**src/rtl/fetch_pkg.sv**
```systemverilog
// Shared types and constants for the instruction-fetch stage.
// A fetch-queue entry pairs a returned instruction word with the PC it was fetched from.
package fetch_pkg;

  localparam int FETCH_XLEN  = 32;
  localparam int INSTR_BYTES = 4;
  // Reserved for bubble insertion in ID; the fetch stage itself drives zero while empty.
  localparam logic [31:0] NOP_INSTR = 32'h0000_0013;

  typedef struct packed {
    logic [FETCH_XLEN-1:0] pc;
    logic [FETCH_XLEN-1:0] instr;
  } fetch_entry_t;

  // Pointer width for a circular buffer of n slots (at least one bit).
  function automatic int ptr_width(input int n);
    return (n < 2) ? 1 : $clog2(n);
  endfunction

endpackage

```
**src/rtl/fetch_queue.sv**
```systemverilog
// Synchronous FIFO of fetch entries with flush; the head is read straight from storage.
// DEPTH must be a power of two so the pointers wrap naturally.
module fetch_queue
  import fetch_pkg::*;
#(
  parameter int DEPTH = 4,
  parameter int CW    = $clog2(DEPTH + 1)
) (
  input  logic         clk_i,
  input  logic         rst_i,
  input  logic         flush_i,
  input  logic         push_i,
  input  fetch_entry_t entry_i,
  input  logic         pop_i,
  output fetch_entry_t head_o,
  output logic [CW-1:0] count_o
);

  localparam int AW = ptr_width(DEPTH);

  fetch_entry_t  mem_q [DEPTH];
  logic [AW-1:0] rd_ptr_q, rd_ptr_d;
  logic [AW-1:0] wr_ptr_q, wr_ptr_d;
  logic [CW-1:0] count_q, count_d;
  logic          do_push, do_pop;

  // NOTE: every signal assigned here gets a default first, so no latch is inferred.
  always_comb begin
    do_pop   = pop_i && (count_q != '0);
    do_push  = push_i && ((count_q != CW'(DEPTH)) || do_pop);
    rd_ptr_d = rd_ptr_q;
    wr_ptr_d = wr_ptr_q;
    count_d  = count_q;
    if (flush_i) begin
      rd_ptr_d = '0;
      wr_ptr_d = '0;
      count_d  = '0;
    end else begin
      if (do_pop)  rd_ptr_d = rd_ptr_q + AW'(1);
      if (do_push) wr_ptr_d = wr_ptr_q + AW'(1);
      count_d = count_q + CW'(do_push) - CW'(do_pop);
    end
  end

  // NOTE: sequential state uses non-blocking assignments so every flop samples pre-edge values.
  always_ff @(posedge clk_i) begin
    if (rst_i) begin
      rd_ptr_q <= '0;
      wr_ptr_q <= '0;
      count_q  <= '0;
    end else begin
      rd_ptr_q <= rd_ptr_d;
      wr_ptr_q <= wr_ptr_d;
      count_q  <= count_d;
    end
  end

  // NOTE: storage is deliberately not reset; count_q alone says which slots hold data.
  always_ff @(posedge clk_i) begin
    if (do_push && !flush_i) mem_q[wr_ptr_q] <= entry_i;
  end

  assign head_o  = mem_q[rd_ptr_q];
  assign count_o = count_q;

endmodule

```
**src/rtl/if_fetch_unit.sv**
```systemverilog
// Instruction-fetch stage: owns the PC, pipelines imem requests, queues returned words for ID.
// Optional performance counters are built when IF_FETCH_PERF_EN is defined. XLEN must equal FETCH_XLEN.
module if_fetch_unit
  import fetch_pkg::*;
#(
  parameter int              XLEN            = FETCH_XLEN,
  parameter logic [XLEN-1:0] RESET_PC        = '0,
  parameter int              FQ_DEPTH        = 4,
  parameter int              MAX_OUTSTANDING = 2
) (
  input  logic            clk_i,
  input  logic            rst_i,
  output logic            imem_req_o,
  output logic [XLEN-1:0] imem_addr_o,
  input  logic            imem_gnt_i,
  input  logic            imem_rsp_valid_i,
  input  logic [XLEN-1:0] imem_rsp_data_i,
  input  logic            branch_en_i,
  input  logic [XLEN-1:0] branch_target_i,
  output logic            instr_valid_o,
  output logic [XLEN-1:0] instr_o,
  output logic [XLEN-1:0] instr_pc_o,
  input  logic            instr_ready_i
`ifdef IF_FETCH_PERF_EN
  ,
  output logic [XLEN-1:0] perf_fetched_o,
  output logic [XLEN-1:0] perf_discarded_o,
  output logic [XLEN-1:0] perf_starve_o
`endif
);

  localparam int OW  = $clog2(MAX_OUTSTANDING + 1);
  localparam int TW  = ptr_width(MAX_OUTSTANDING);
  localparam int QCW = $clog2(FQ_DEPTH + 1);

  logic [XLEN-1:0] pc_q, pc_d;
  logic [OW-1:0]   outst_q, outst_d;
  logic [OW-1:0]   discard_q, discard_d;
  logic [XLEN-1:0] tag_mem_q [MAX_OUTSTANDING];
  logic [TW-1:0]   tag_rd_q, tag_rd_d;
  logic [TW-1:0]   tag_wr_q, tag_wr_d;

  logic            req_hs;
  logic            rsp_keep;
  logic            q_pop;
  logic [QCW-1:0]  q_count;
  fetch_entry_t    q_entry;
  fetch_entry_t    q_head;

  function automatic logic [TW-1:0] tag_next(input logic [TW-1:0] ptr);
    return (ptr == TW'(MAX_OUTSTANDING - 1)) ? '0 : ptr + TW'(1);
  endfunction

  // A request is only issued when its response is guaranteed a queue slot.
  assign imem_req_o = !rst_i && !branch_en_i
                   && (outst_q < OW'(MAX_OUTSTANDING))
                   && ((32'(q_count) + 32'(outst_q)) < 32'(FQ_DEPTH));
  assign imem_addr_o = pc_q;
  assign req_hs      = imem_req_o && imem_gnt_i;
  assign rsp_keep    = imem_rsp_valid_i && !branch_en_i && (discard_q == '0);

  always_comb begin
    pc_d      = pc_q;
    outst_d   = outst_q + OW'(req_hs) - OW'(imem_rsp_valid_i);
    discard_d = discard_q;
    tag_rd_d  = tag_rd_q;
    tag_wr_d  = tag_wr_q;
    if (branch_en_i) begin
      // Everything still in flight belongs to the old path, whatever was pending before.
      pc_d      = branch_target_i & ~XLEN'(3);
      outst_d   = outst_q - OW'(imem_rsp_valid_i);
      discard_d = outst_q - OW'(imem_rsp_valid_i);
      tag_rd_d  = '0;
      tag_wr_d  = '0;
    end else begin
      if (req_hs) begin
        pc_d     = pc_q + XLEN'(INSTR_BYTES);
        tag_wr_d = tag_next(tag_wr_q);
      end
      if (imem_rsp_valid_i && (discard_q != '0)) discard_d = discard_q - OW'(1);
      if (rsp_keep) tag_rd_d = tag_next(tag_rd_q);
    end
  end

  always_ff @(posedge clk_i) begin
    if (rst_i) begin
      pc_q      <= RESET_PC;
      outst_q   <= '0;
      discard_q <= '0;
      tag_rd_q  <= '0;
      tag_wr_q  <= '0;
    end else begin
      pc_q      <= pc_d;
      outst_q   <= outst_d;
      discard_q <= discard_d;
      tag_rd_q  <= tag_rd_d;
      tag_wr_q  <= tag_wr_d;
    end
  end

  always_ff @(posedge clk_i) begin
    if (req_hs) tag_mem_q[tag_wr_q] <= pc_q;
  end

  assign q_entry = '{pc: tag_mem_q[tag_rd_q], instr: imem_rsp_data_i};
  assign q_pop   = instr_valid_o && instr_ready_i && !branch_en_i;

  fetch_queue #(
    .DEPTH (FQ_DEPTH)
  ) u_fetch_queue (
    .clk_i   (clk_i),
    .rst_i   (rst_i),
    .flush_i (branch_en_i),
    .push_i  (rsp_keep),
    .entry_i (q_entry),
    .pop_i   (q_pop),
    .head_o  (q_head),
    .count_o (q_count)
  );

  assign instr_valid_o = (q_count != '0);
  assign instr_o       = instr_valid_o ? q_head.instr : '0;
  assign instr_pc_o    = instr_valid_o ? q_head.pc    : '0;

`ifdef IF_FETCH_PERF_EN
  logic [XLEN-1:0] perf_fetched_q, perf_discarded_q, perf_starve_q;

  always_ff @(posedge clk_i) begin
    if (rst_i) begin
      perf_fetched_q   <= '0;
      perf_discarded_q <= '0;
      perf_starve_q    <= '0;
    end else begin
      if (rsp_keep)                          perf_fetched_q   <= perf_fetched_q + XLEN'(1);
      if (imem_rsp_valid_i && !rsp_keep)     perf_discarded_q <= perf_discarded_q + XLEN'(1);
      if (instr_ready_i && !instr_valid_o)   perf_starve_q    <= perf_starve_q + XLEN'(1);
    end
  end

  assign perf_fetched_o   = perf_fetched_q;
  assign perf_discarded_o = perf_discarded_q;
  assign perf_starve_o    = perf_starve_q;
`endif

endmodule
```
**config.mk**
```make
export PLATFORM = sky130hd
export DESIGN_NAME = if_fetch_unit
export DESIGN_NICKNAME = d
export VERILOG_FILES = /design/src/rtl/fetch_pkg.sv /design/src/rtl/fetch_queue.sv /design/src/rtl/if_fetch_unit.sv
export SDC_FILE = /design/constraint.sdc
export NUM_CORES = 1
export LEC_CHECK = 0
export BUFFER_PORTS_ARGS = -buffer_cell sky130_fd_sc_hd__buf_2
export CORE_MARGIN = 2
export CORE_UTILIZATION = 43
export DETAILED_ROUTE_END_ITERATION = 8
export PLACE_DENSITY = 0.69
export SLEW_MARGIN = 20
export SYNTH_ARGS = -nofsm -noshare
export SYNTH_HDL_FRONTEND = slang
export SYNTH_SLANG_ARGS = --single-unit
```
**constraint.sdc**
```tcl
create_clock -name clk_i -period 5.55 [get_ports clk_i]
set_input_delay 1.11 -clock clk_i [delete_from_list [all_inputs] [get_ports clk_i]]
set_output_delay 1.11 -clock clk_i [all_outputs]
set_load 0.02 [all_outputs]
```
# After elaboration in Yosys (flattened, before gate mapping)
# Memory sizes are Yosys's and may differ from the RTL's. A register that Yosys moved wholly into a read port is not among the register bits.
# Cells that the tools add are included.
[classes]
n_addsub = 12
magnitude_cmp = 2
n_eq_ne = 1
muxes = 17
n_reduce_logical = 21
[op_table]
columns = ["operator", "count"]
rows = [
  ["two-way mux 32 bit", 4],
  ["adder 32 x 3 -> 32 bit, second input constant", 1],
  ["logical AND 1 bit", 12],
  ["two-way mux 2 bit", 5],
  ["two-way mux 1 bit", 8],
  ["nonzero test 2 bit", 3],
  ["adder 2 x 1 -> 2 bit, second input constant", 2],
  ["adder 3 x 2 -> 4 bit", 1],
  ["< comparator 4 x 3 -> 1 bit, second input constant", 1],
  ["subtractor 2 x 1 -> 2 bit", 2],
  ["adder 3 x 1 -> 3 bit", 1],
  ["!= test 3 bit, second input constant", 1],
  ["nonzero test 3 bit", 1],
  ["subtractor 3 x 1 -> 3 bit", 1],
  ["adder 1 bit, second input constant", 2],
  ["adder 2 x 1 -> 2 bit", 1],
  ["zero test 1 bit", 2],
  ["zero test 2 bit", 1],
  ["< comparator 2 bit, second input constant", 1],
  ["OR reduction 2 bit", 1],
  ["subtractor 2 x 1 -> 2 bit, second input constant", 1],
  ["logical OR 1 bit", 1],
]
[totals]
regBits = 45
mem_bits_rw = 320
in_bits = 70
output_inout_bits = 98
word_cells = 64
n_memories = 2
[memory_table]
columns = ["name", "words", "width", "read_ports", "rd_clocked_by_memory_dff", "wr", "line_no", "text"]
rows = [
  ["u_fetch_queue.mem_q", 4, 64, 1, 1, 1, "fetch_queue.sv:21", "fetch_entry_t mem_q [DEPTH];"],
  ["tag_mem_q", 2, 32, 1, 1, 1, "if_fetch_unit.sv:39", "logic [XLEN-1:0] tag_mem_q [MAX_OUTSTANDING];"],
]

# Longest topological paths before layout
# Gate-level depths: netlist (run 1).
[depth]
ltp_word = 9
depth_mapped = 13
ltp_nobuf = 11

# Hierarchy
# Synthesis (run 1) repeated with hierarchy kept, for this count alone.
[unflattened]
hier_cells = 835
area_unflattened_um2 = 14641.5
[by_module_without_submodules]
columns = ["mod", "n_inst", "cells_each", "area_each_um2", "seq_area_each_um2"]
rows = [
  ["fetch_queue", 1, 381, 9873.2, 7867.5],
  ["if_fetch_unit", 1, 454, 4768.3, 2542.4],
]

# Worst setup path before layout (run 1)
# No wires, ideal clock.
[synth_timing]
kind = "input -> register"
from = "input port branch_en_i"
to = "memory tag_mem_q[0][10] (netlist bit), enable pin"
setup_ps = 417
arrival_ps = 3297
required_ps = 5133
setup_slack_ps = 1836
stages = 7
n_path_buf = 3
path_cell_list = "buf_2 nor2_2 and4b_1 buf_4 inv_2 clkbuf_1 nor2_1"
[synth_via]
elab_chain_len = 7
[synth_lines]
columns = ["item", "line_no", "text"]
rows = [
  ["start: declaration", "if_fetch_unit.sv:18", "input logic branch_en_i,"],
  ["zero test 1 bit", "if_fetch_unit.sv:55", "assign imem_req_o = !rst_i && !branch_en_i"],
  ["logical AND 1 bit", "if_fetch_unit.sv:55", ""],
  ["logical AND 1 bit", "if_fetch_unit.sv:56", "&& (outst_q < OW'(MAX_OUTSTANDING))"],
  ["logical AND 1 bit", "if_fetch_unit.sv:57", "&& ((32'(q_count) + 32'(outst_q)) < 32'(FQ_DEPTH));"],
  ["logical AND 1 bit", "if_fetch_unit.sv:59", "assign req_hs = imem_req_o && imem_gnt_i;"],
  ["two-way mux 1 bit", "if_fetch_unit.sv:102", "if (req_hs) tag_mem_q[tag_wr_q] <= pc_q;"],
  ["two-way mux 1 bit (not written as such)", "if_fetch_unit.sv:102", ""],
  ["end: declaration", "if_fetch_unit.sv:39", ""],
]
# No other way between the ends.

==> metrics.md, run 1 <==
| Metric | Value |
|---|---|
| Cell row count | 66 |
| CP required | 4.44 ns |
| Top post-synthesis cells by count | 308 x edfxtp_1, 63 x nor2b_1, 62 x mux4_2, 46 x dfxtp_1, 33 x nor2_1 |
| Global-route wire length before repair | 43300 µm |
| Die H | 185 µm |
| Synth Cell Area | 14100 µm² |
| Clk buf depth | 3 |
| Root Buffer | clkbuf_16 |
| Largest vdd supply drop | 0.206 mV |
| Clk pwr share | 42.0% |
| Sequential area share after synthesis | 72.3% |
| Critical Path Sink Type | output port |
| Routed vias/inst | 5.29 |
| Slew @ Worst Pin | 1.04 ns |
| Synth top area share | 65.8% |
| CP Launch Type | flop |
| Initial DRC count | 560 |
| Hold Path Class | flop to flop |
| WS Path Type | flop to output port |
| Seq pwr share | 52.2% |
| TritonRoute pass-1 iters | 5 |
| Area growth from synthesis to layout | 17.7% |
| Clock skew | 0.0201 ns |
| Mean Syn Cell Area | 17.4 µm² |
| Hold_buf cts | 0 |
| Pin count of the biggest net entering global routing | 64 |
| Core area | 32400 µm² |
| Top cells by area, synth | edfxtp_1 66%, mux4_2 9.9%, dfxtp_1 6.5%, nor2b_1 2.8%, mux2_2 2.6% |
| Worst-path clk slew | 0.06 ns |
| H-tree depth | 2 |
| Sw frac | 21.9% |
| CP max FO | 39 |
| Fin Setup TNS | 0 ns |
| Post-cts sizing count | 0 |
| Clock latency on the worst-skew pair | 0.53 ns |
| # IOs | 168 |
| R2r setup slk | 2.76 ns |
| Post-DP HPWL | 16600 µm |
| Power consumption | 5.78 mW |
| # Post-CTS Setup Buffers | 0 |
| Filler cells | 2721 |
| Initial antenna violation count | 1 |
| Post-synth ARST share | 0% |
| Final net count | 1060 |
| Main synth FF type | edfxtp_1 |
| Final count of hold timing violations | 0 |
| RSZ-0062 raised after global routing | false |
| CTS tree | built |
| Count leader, synth | edfxtp_1 |
| CTS Sinks | 354 |
| Post-synth EDFFs | 308 |
| Grt ovf | 0 |
| Power Density | 349 nW/µm² |
| Total Wirelength | 28700 µm |
| Final min period | 3.89 ns |
| Number of global-route vias before repair | 7491 |
| Max-cap violations | 0 |
| Share of cells above drive strength 1 | 33.8% |
| Logic pwr share | 5.8% |
| Yosys top cell by area | edfxtp_1 |
| Leakage power | 5.70 nW |
| Final Cycle Share | 70.0% |
| Die ar. | 34200 µm² |
| Clock buffer count from CTS | 40 |
| Routability Congestion | 0.847 |
| Fmax | 0.257 GHz |
| Switching pwr | 1.26 mW |
| Initial Utilization | 43.4% |
| Yosys Warn Count | 0 |
| Tot GR Track Use | 16.7% |
| Final Max Slew Viols | 0 |
| Residual DRC | 0 |
| Final ANT Viol Nets | 0 |
| Arr. time, crit path | 2.78 ns |
| Gate Count Post-Synth | 806 |
| Ant diodes | 0 |
| Port Buffers | 161 |
| Final setup fails | 0 |
| Slew margin rel. | 30.6% |
| WL per Instance | 19.8 µm |
| Yosys reg bits | 354 |
| Die W | 185 µm |
| Distinct cells, synth | 55 |
| Routed via count | 7667 |
| P_int | 4.51 mW |
| Status | complete, no violations |
==> final cells by class <==
type                            count  area [µm²]  area share, %
Clock buffer                       51        1070           6.49
Clock inverter                     20         135          0.816
Inverter                           19        71.3          0.431
Multi-Input combinational cell    391        3650           22.0
Sequential cell                   354       10200           61.5
Tap cell                          442         553           3.34
Timing Repair Buffer              171         893           5.40
==> flip-flops by register name (all words and copies together) (netlist names), named ones only <==
| register | cells |
|---|---|
| discard_q | 2 |
| imem_addr_o | 30 |
| outst_q | 2 |
| tag_mem_q | 60 |
| tag_rd_q | 1 |
| tag_wr_q | 1 |
| u_fetch_queue.count_o | 3 |
| u_fetch_queue.mem_q | 248 |
| u_fetch_queue.rd_ptr_q | 2 |
| u_fetch_queue.wr_ptr_q | 2 |
==> cells by family after synthesis <==
kind of cell / Yosys count / share of synthesized area, %
compound gates: 70 / 3.27
xor+xnor: 13 / 0.810
fa+ha+maj: 13 / 1.21
buf+inv: 64 / 1.94
flops: 354 / 72.3
mux: 97 / 12.7
other cells: 1 / 0.0267
simple gates: 194 / 7.71
==> stage by stage <==
step	std cells	worst slack, ns	cell area (µm²)	hold WS [ns]	util (%)
after floorplan	809	1.84	14100	0.472	-
after global routing	1448	1.43	16600	0.548	51.1
final	1448	1.66	16600	0.513	51.1
after CTS	1448	1.53	16600	0.510	51.1
after global placement	1377	1.99	15300	0.484	47.4
after detailed placement	1377	1.99	15300	0.497	47.4
==> worst paths after layout <==
kind,end,depth (start not counted),startpoint
hold / removal,flop,2,tag_rd_q$_SDFFE_PP0P_
hold reg to reg,flop,2,tag_rd_q$_SDFFE_PP0P_
setup reg to reg,tag_mem_q[1][30]$_DFFE_PP_,6,u_fetch_queue.count_o[1]$_SDFF_PP0_
setup / recovery,instr_o[31],4,flop
==> power by group through the flow <==
stage               registers (mW)  clock network [mW]  logic [mW]
floorplan                     3.07                   0       0.206
global placement              3.07                   0       0.335
detailed placement            3.07                   0       0.342
CTS                           3.01                2.49       0.343
global route                  3.02                2.59       0.370
finish                        3.01                2.43       0.337
==> metal layers <==
| layer | global-route usage [%] | up-vias | routed length, µm |
|---|---|---|---|
| li1 | - | 3484 | - |
| met1 | 23.0 | 3870 | 12600 |
| met2 | 27.2 | 263 | 13600 |
| met3 | 3.58 | 48 | 1800 |
| met4 | 4.60 | 2 | 629 |
| met5 | 0 | - | 13 |
==> cell usage in the layout (no fill, tap or decap), types with 9 or more instances in the layout <==
cell type and n:
xnor2_1 9, o21ai_0 16, nand3_1 11, nor2b_1 63
dfxtp_1 44, nor2_1 32, nand4_1 14, mux4_2 62
clkbuf_1 9, clkbuf_16 41, edfxtp_1 308, buf_4 9
mux2_2 32, ha_1 12, inv_1 18, a31oi_1 9
a21oi_1 16, nor3_1 10, nand2_1 22, buf_2 161
==> worst max-delay path: stages (launching register included) <==
cell,delay (ns)
dfxtp_4,0.89
buf_4,0.41
mux4_2,0.53
nor2b_1,0.17
buf_2,0.21
Note: power is estimated with default switching activity, not from simulation.
==> run 2, diff against run 1 <==
- ABC_AREA: unset -> 1
- clock period: 5.55 -> 3.6 ns (I/O delays scaled with it)
==> run 2 against run 1 <==
Effect of this change:
- sequential power increased by 54%
- critical path depth increased by 2
- first-iteration DRC count increased by 21%
- die area increased by 4.3%
- power increased by 54%
- final area increased by 4.0%
- largest cell class unchanged
==> metrics.md, run 2 <==
| Metric | Value |
|---|---|
| Number of global-route vias before repair | 9377 |
| Core area | 33500 µm² |
| Dpl cells | 1878 |
| Initial Utilization | 43.8% |
| Compound-gate portion of the synthesized area | 8.84% |
| Most common cell after layout, fill and taps aside | edfxtp_1 |
| XOR/XNOR share of the synthesized area | 0.597% |
| Residual DRC | 0 |
| Clock skew | 0.0136 ns |
| Die H | 189 µm |
| Hold_buf cts | 0 |
| R2r setup slk | 1.00 ns |
| Layout Cells excl Fill | 1943 |
| Post-route cell area | 17200 µm² |
| Clock buffer count from CTS | 38 |
| Final net count | 1553 |
| Die ar. | 35600 µm² |
| Commonest cells after routing, fill and taps aside | 308 x edfxtp_1, 298 x nor2_1, 161 x buf_2 |
| CP max FO | 63 |
| Die W | 189 µm |
| Status | complete, no violations |
| Worst Hold End | u_fetch_queue.mem_q[3][2]$_DFFE_PP_ |
| Final min period | 3.09 ns |
| Fin Setup TNS | 0 ns |
| Final setup fails | 0 |
| Largest register FFs | 248 |
| Hold path cells | 1 |
| Synth Cell Area | 14700 µm² |
| CP Launch Type | flop |
| Post-synth EDFFs | 308 |
| Total Wirelength | 32200 µm |
| Top post-synthesis cells by count | 308 x edfxtp_1, 305 x nor2_1, 149 x o21ai_0, 142 x nand2_1, 93 x a21oi_1 |
| Yosys Warn Count | 0 |
| Post-DP HPWL | 18600 µm |
| CP max stage cell | buf_4 |
| Yosys top cell by area | edfxtp_1 |
| Slew margin rel. | 36.4% |
| Synth top area share | 63.0% |
| Main synth FF type | edfxtp_1 |
| Routed vias/inst | 5.13 |
| Fin Hold WS | 0.429 ns |
| Final Cycle Share | 85.8% |
| Count leader, synth | edfxtp_1 |
| Placed Area | 16000 µm² |
| Reg-to-reg endpoint | u_fetch_queue.count_o[2]$_SDFF_PP0_ |
| Top cells by area, synth | edfxtp_1 63%, nor2_1 7.8%, dfxtp_1 6.3%, o21ai_0 5.1%, nand2_1 3.6% |
| Area growth from synthesis to layout | 17.2% |
| Grt ovf | 0 |
| Cell Chain, Critical Path | nor2_1 -> inv_1 -> nor2_4 -> buf_4 -> a21oi_1 -> buf_2 |
| Final Max Slew Viols | 0 |
| Routability Congestion | 0.884 |
| Largest family of logic cells by synthesized area | simple AND/OR/NAND/NOR gates |
| Pin count of the biggest net entering global routing | 125 |
| Hold Path Class | input pin to flop |
| Global-route wire length before repair | 50400 µm |
| Power Density | 516 nW/µm² |
| Distinct cells, synth | 36 |
| Critical Path Sink Type | output port |
| H-tree depth | 2 |
| Gate Count Post-Synth | 1312 |
| Top delay family on crit path | buffers and inverters |
| Max-cap violations | 0 |
| Reg2Reg Depth | 12 |
| Reg with most FFs | u_fetch_queue.mem_q |
| WS Path Type | flop to output port |
| CP Buf/Inv Count | 3 |
| Yosys reg bits | 354 |
| Fmax | 0.324 GHz |
| Mux cell area share after synthesis | 2.30% |
| Final count of hold timing violations | 0 |
| # IOs | 168 |
| WL per Instance | 16.6 µm |
| Slew @ Worst Pin | 0.951 ns |
| Filler cells | 2902 |
| Post-cts sizing count | 0 |
| Worst min-delay path startpoint | imem_rsp_data_i[2] |
| Post-synth ARST share | 0% |
| Clk buf depth | 3 |
| Leakage power | 6.40 nW |
| Final ANT Viol Nets | 0 |
| # Post-CTS Setup Buffers | 0 |
| Initial antenna violation count | 0 |
| CP required | 2.88 ns |
| CP max stage delay | 0.68 ns |
| Root Buffer | clkbuf_16 |
| TritonRoute pass-1 iters | 5 |
| RR Startpoint | u_fetch_queue.count_o[1]$_SDFF_PP0_ |
| Routed via count | 9965 |
| Ant diodes | 0 |
| Mean Syn Cell Area | 11.2 µm² |
| Cell row count | 67 |
| Clock latency on the worst-skew pair | 0.51 ns |
| CTS Sinks | 354 |
| Sequential area share after synthesis | 69.3% |
| Synth Area in Simple Gates | 13.7% |
| Post-synthesis adder-cell area fraction | 1.16% |
| Tot GR Track Use | 18.0% |
| Largest vdd supply drop | 0.293 mV |
| Worst-path clk slew | 0.06 ns |
| RSZ-0062 raised after global routing | false |
| Port Buffers | 161 |
| CTS tree | built |
| Share of cells above drive strength 1 | 18.6% |
| Initial DRC count | 678 |
| Arr. time, crit path | 2.37 ns |
## run 2: cell count changes after synthesis, moves of 8 or more
cell | previous run | this run
and2_1 | 11 | 2
o21ai_0 | 16 | 149
inv_1 | 18 | 75
nor2_1 | 33 | 305
nand3_1 | 11 | 40
nand2_1 | 22 | 142
mux4_2 | 62 | 0
nor2b_1 | 63 | 0
clkbuf_1 | 27 | 42
nand4_1 | 14 | 2
a21oi_1 | 16 | 93
nor3_1 | 11 | 3
## run 2: metrics by stage
stage	total power, mW	setup slack [ns]	util [%]
3_3_place_gp	5.26	0.724	47.8
3_5_place_dp	5.28	0.709	47.8
6_report	8.88	0.512	51.3
5_1_grt	9.19	0.312	51.3
4_1_cts	8.97	0.428	51.3
2_1_floorplan	5.06	-0.647	-
## run 2: layout make-up
type / count / area (µm²) / area share, %
tap: 448 / 561 / 3.26
sequential: 354 / 10200 / 59.1
timing repair buffer: 180 / 1040 / 6.02
clock inverter: 13 / 174 / 1.01
multi-input combinational: 817 / 3960 / 23.0
inverter: 79 / 297 / 1.72
clock buffer: 52 / 1000 / 5.83
## run 2: metal layers
metal  routed length [µm]  global-route usage, %  vias to the layer above
li1                     -                      -                     4822
met1                13700                   23.9                     4733
met2                15500                   30.4                      368
met3                 2380                   3.37                       42
met4                  570                   4.51                        0
met5                    0                      0                        -
## run 2: worst register-to-register path, delay by kind of cell (launching register included)
kind | cells | cell delay, ns
buffers and inverters | 3 | 0.21
adders and majority gates | 3 | 0.83
and+or+nand+nor | 4 | 0.79
DFF | 1 | 0.43
xor gates and xnor gates | 1 | 0.15
AOI/OAI and AO/OA | 1 | 0.11
## run 2: how the worst max path moves through the flow
stage | from | to | cells past startpoint
CTS | flop | instr_pc_o[11] | 6
detailed placement | branch_en_i | u_fetch_queue.count_o[2]$_SDFF_PP0_ | 10
global route | flop | instr_pc_o[10] | 6
global placement | branch_en_i | u_fetch_queue.count_o[2]$_SDFF_PP0_ | 10
floorplan | branch_en_i | u_fetch_queue.mem_q[0][0]$_DFFE_PP_ | 4
finish | u_fetch_queue.count_o[1]$_SDFF_PP0_ | instr_pc_o[16] | 6
## run 2: cells by family after synthesis
logic type | Yosys count
XOR/XNOR | 10
buffers and inverters | 144
adder cells (fa/ha/maj) | 13
flip-flops | 354
AO/OA/AOI/OAI | 255
multiplexers | 30
other | 1
AND/OR/NAND/NOR | 505
## run 2: power breakdown
| part | internal (mW) | switching, mW |
|---|---|---|
| clock network | 2.23 | 1.45 |
| registers | 4.57 | 0.0708 |
| logic | 0.182 | 0.375 |
| total | 6.98 | 1.89 |
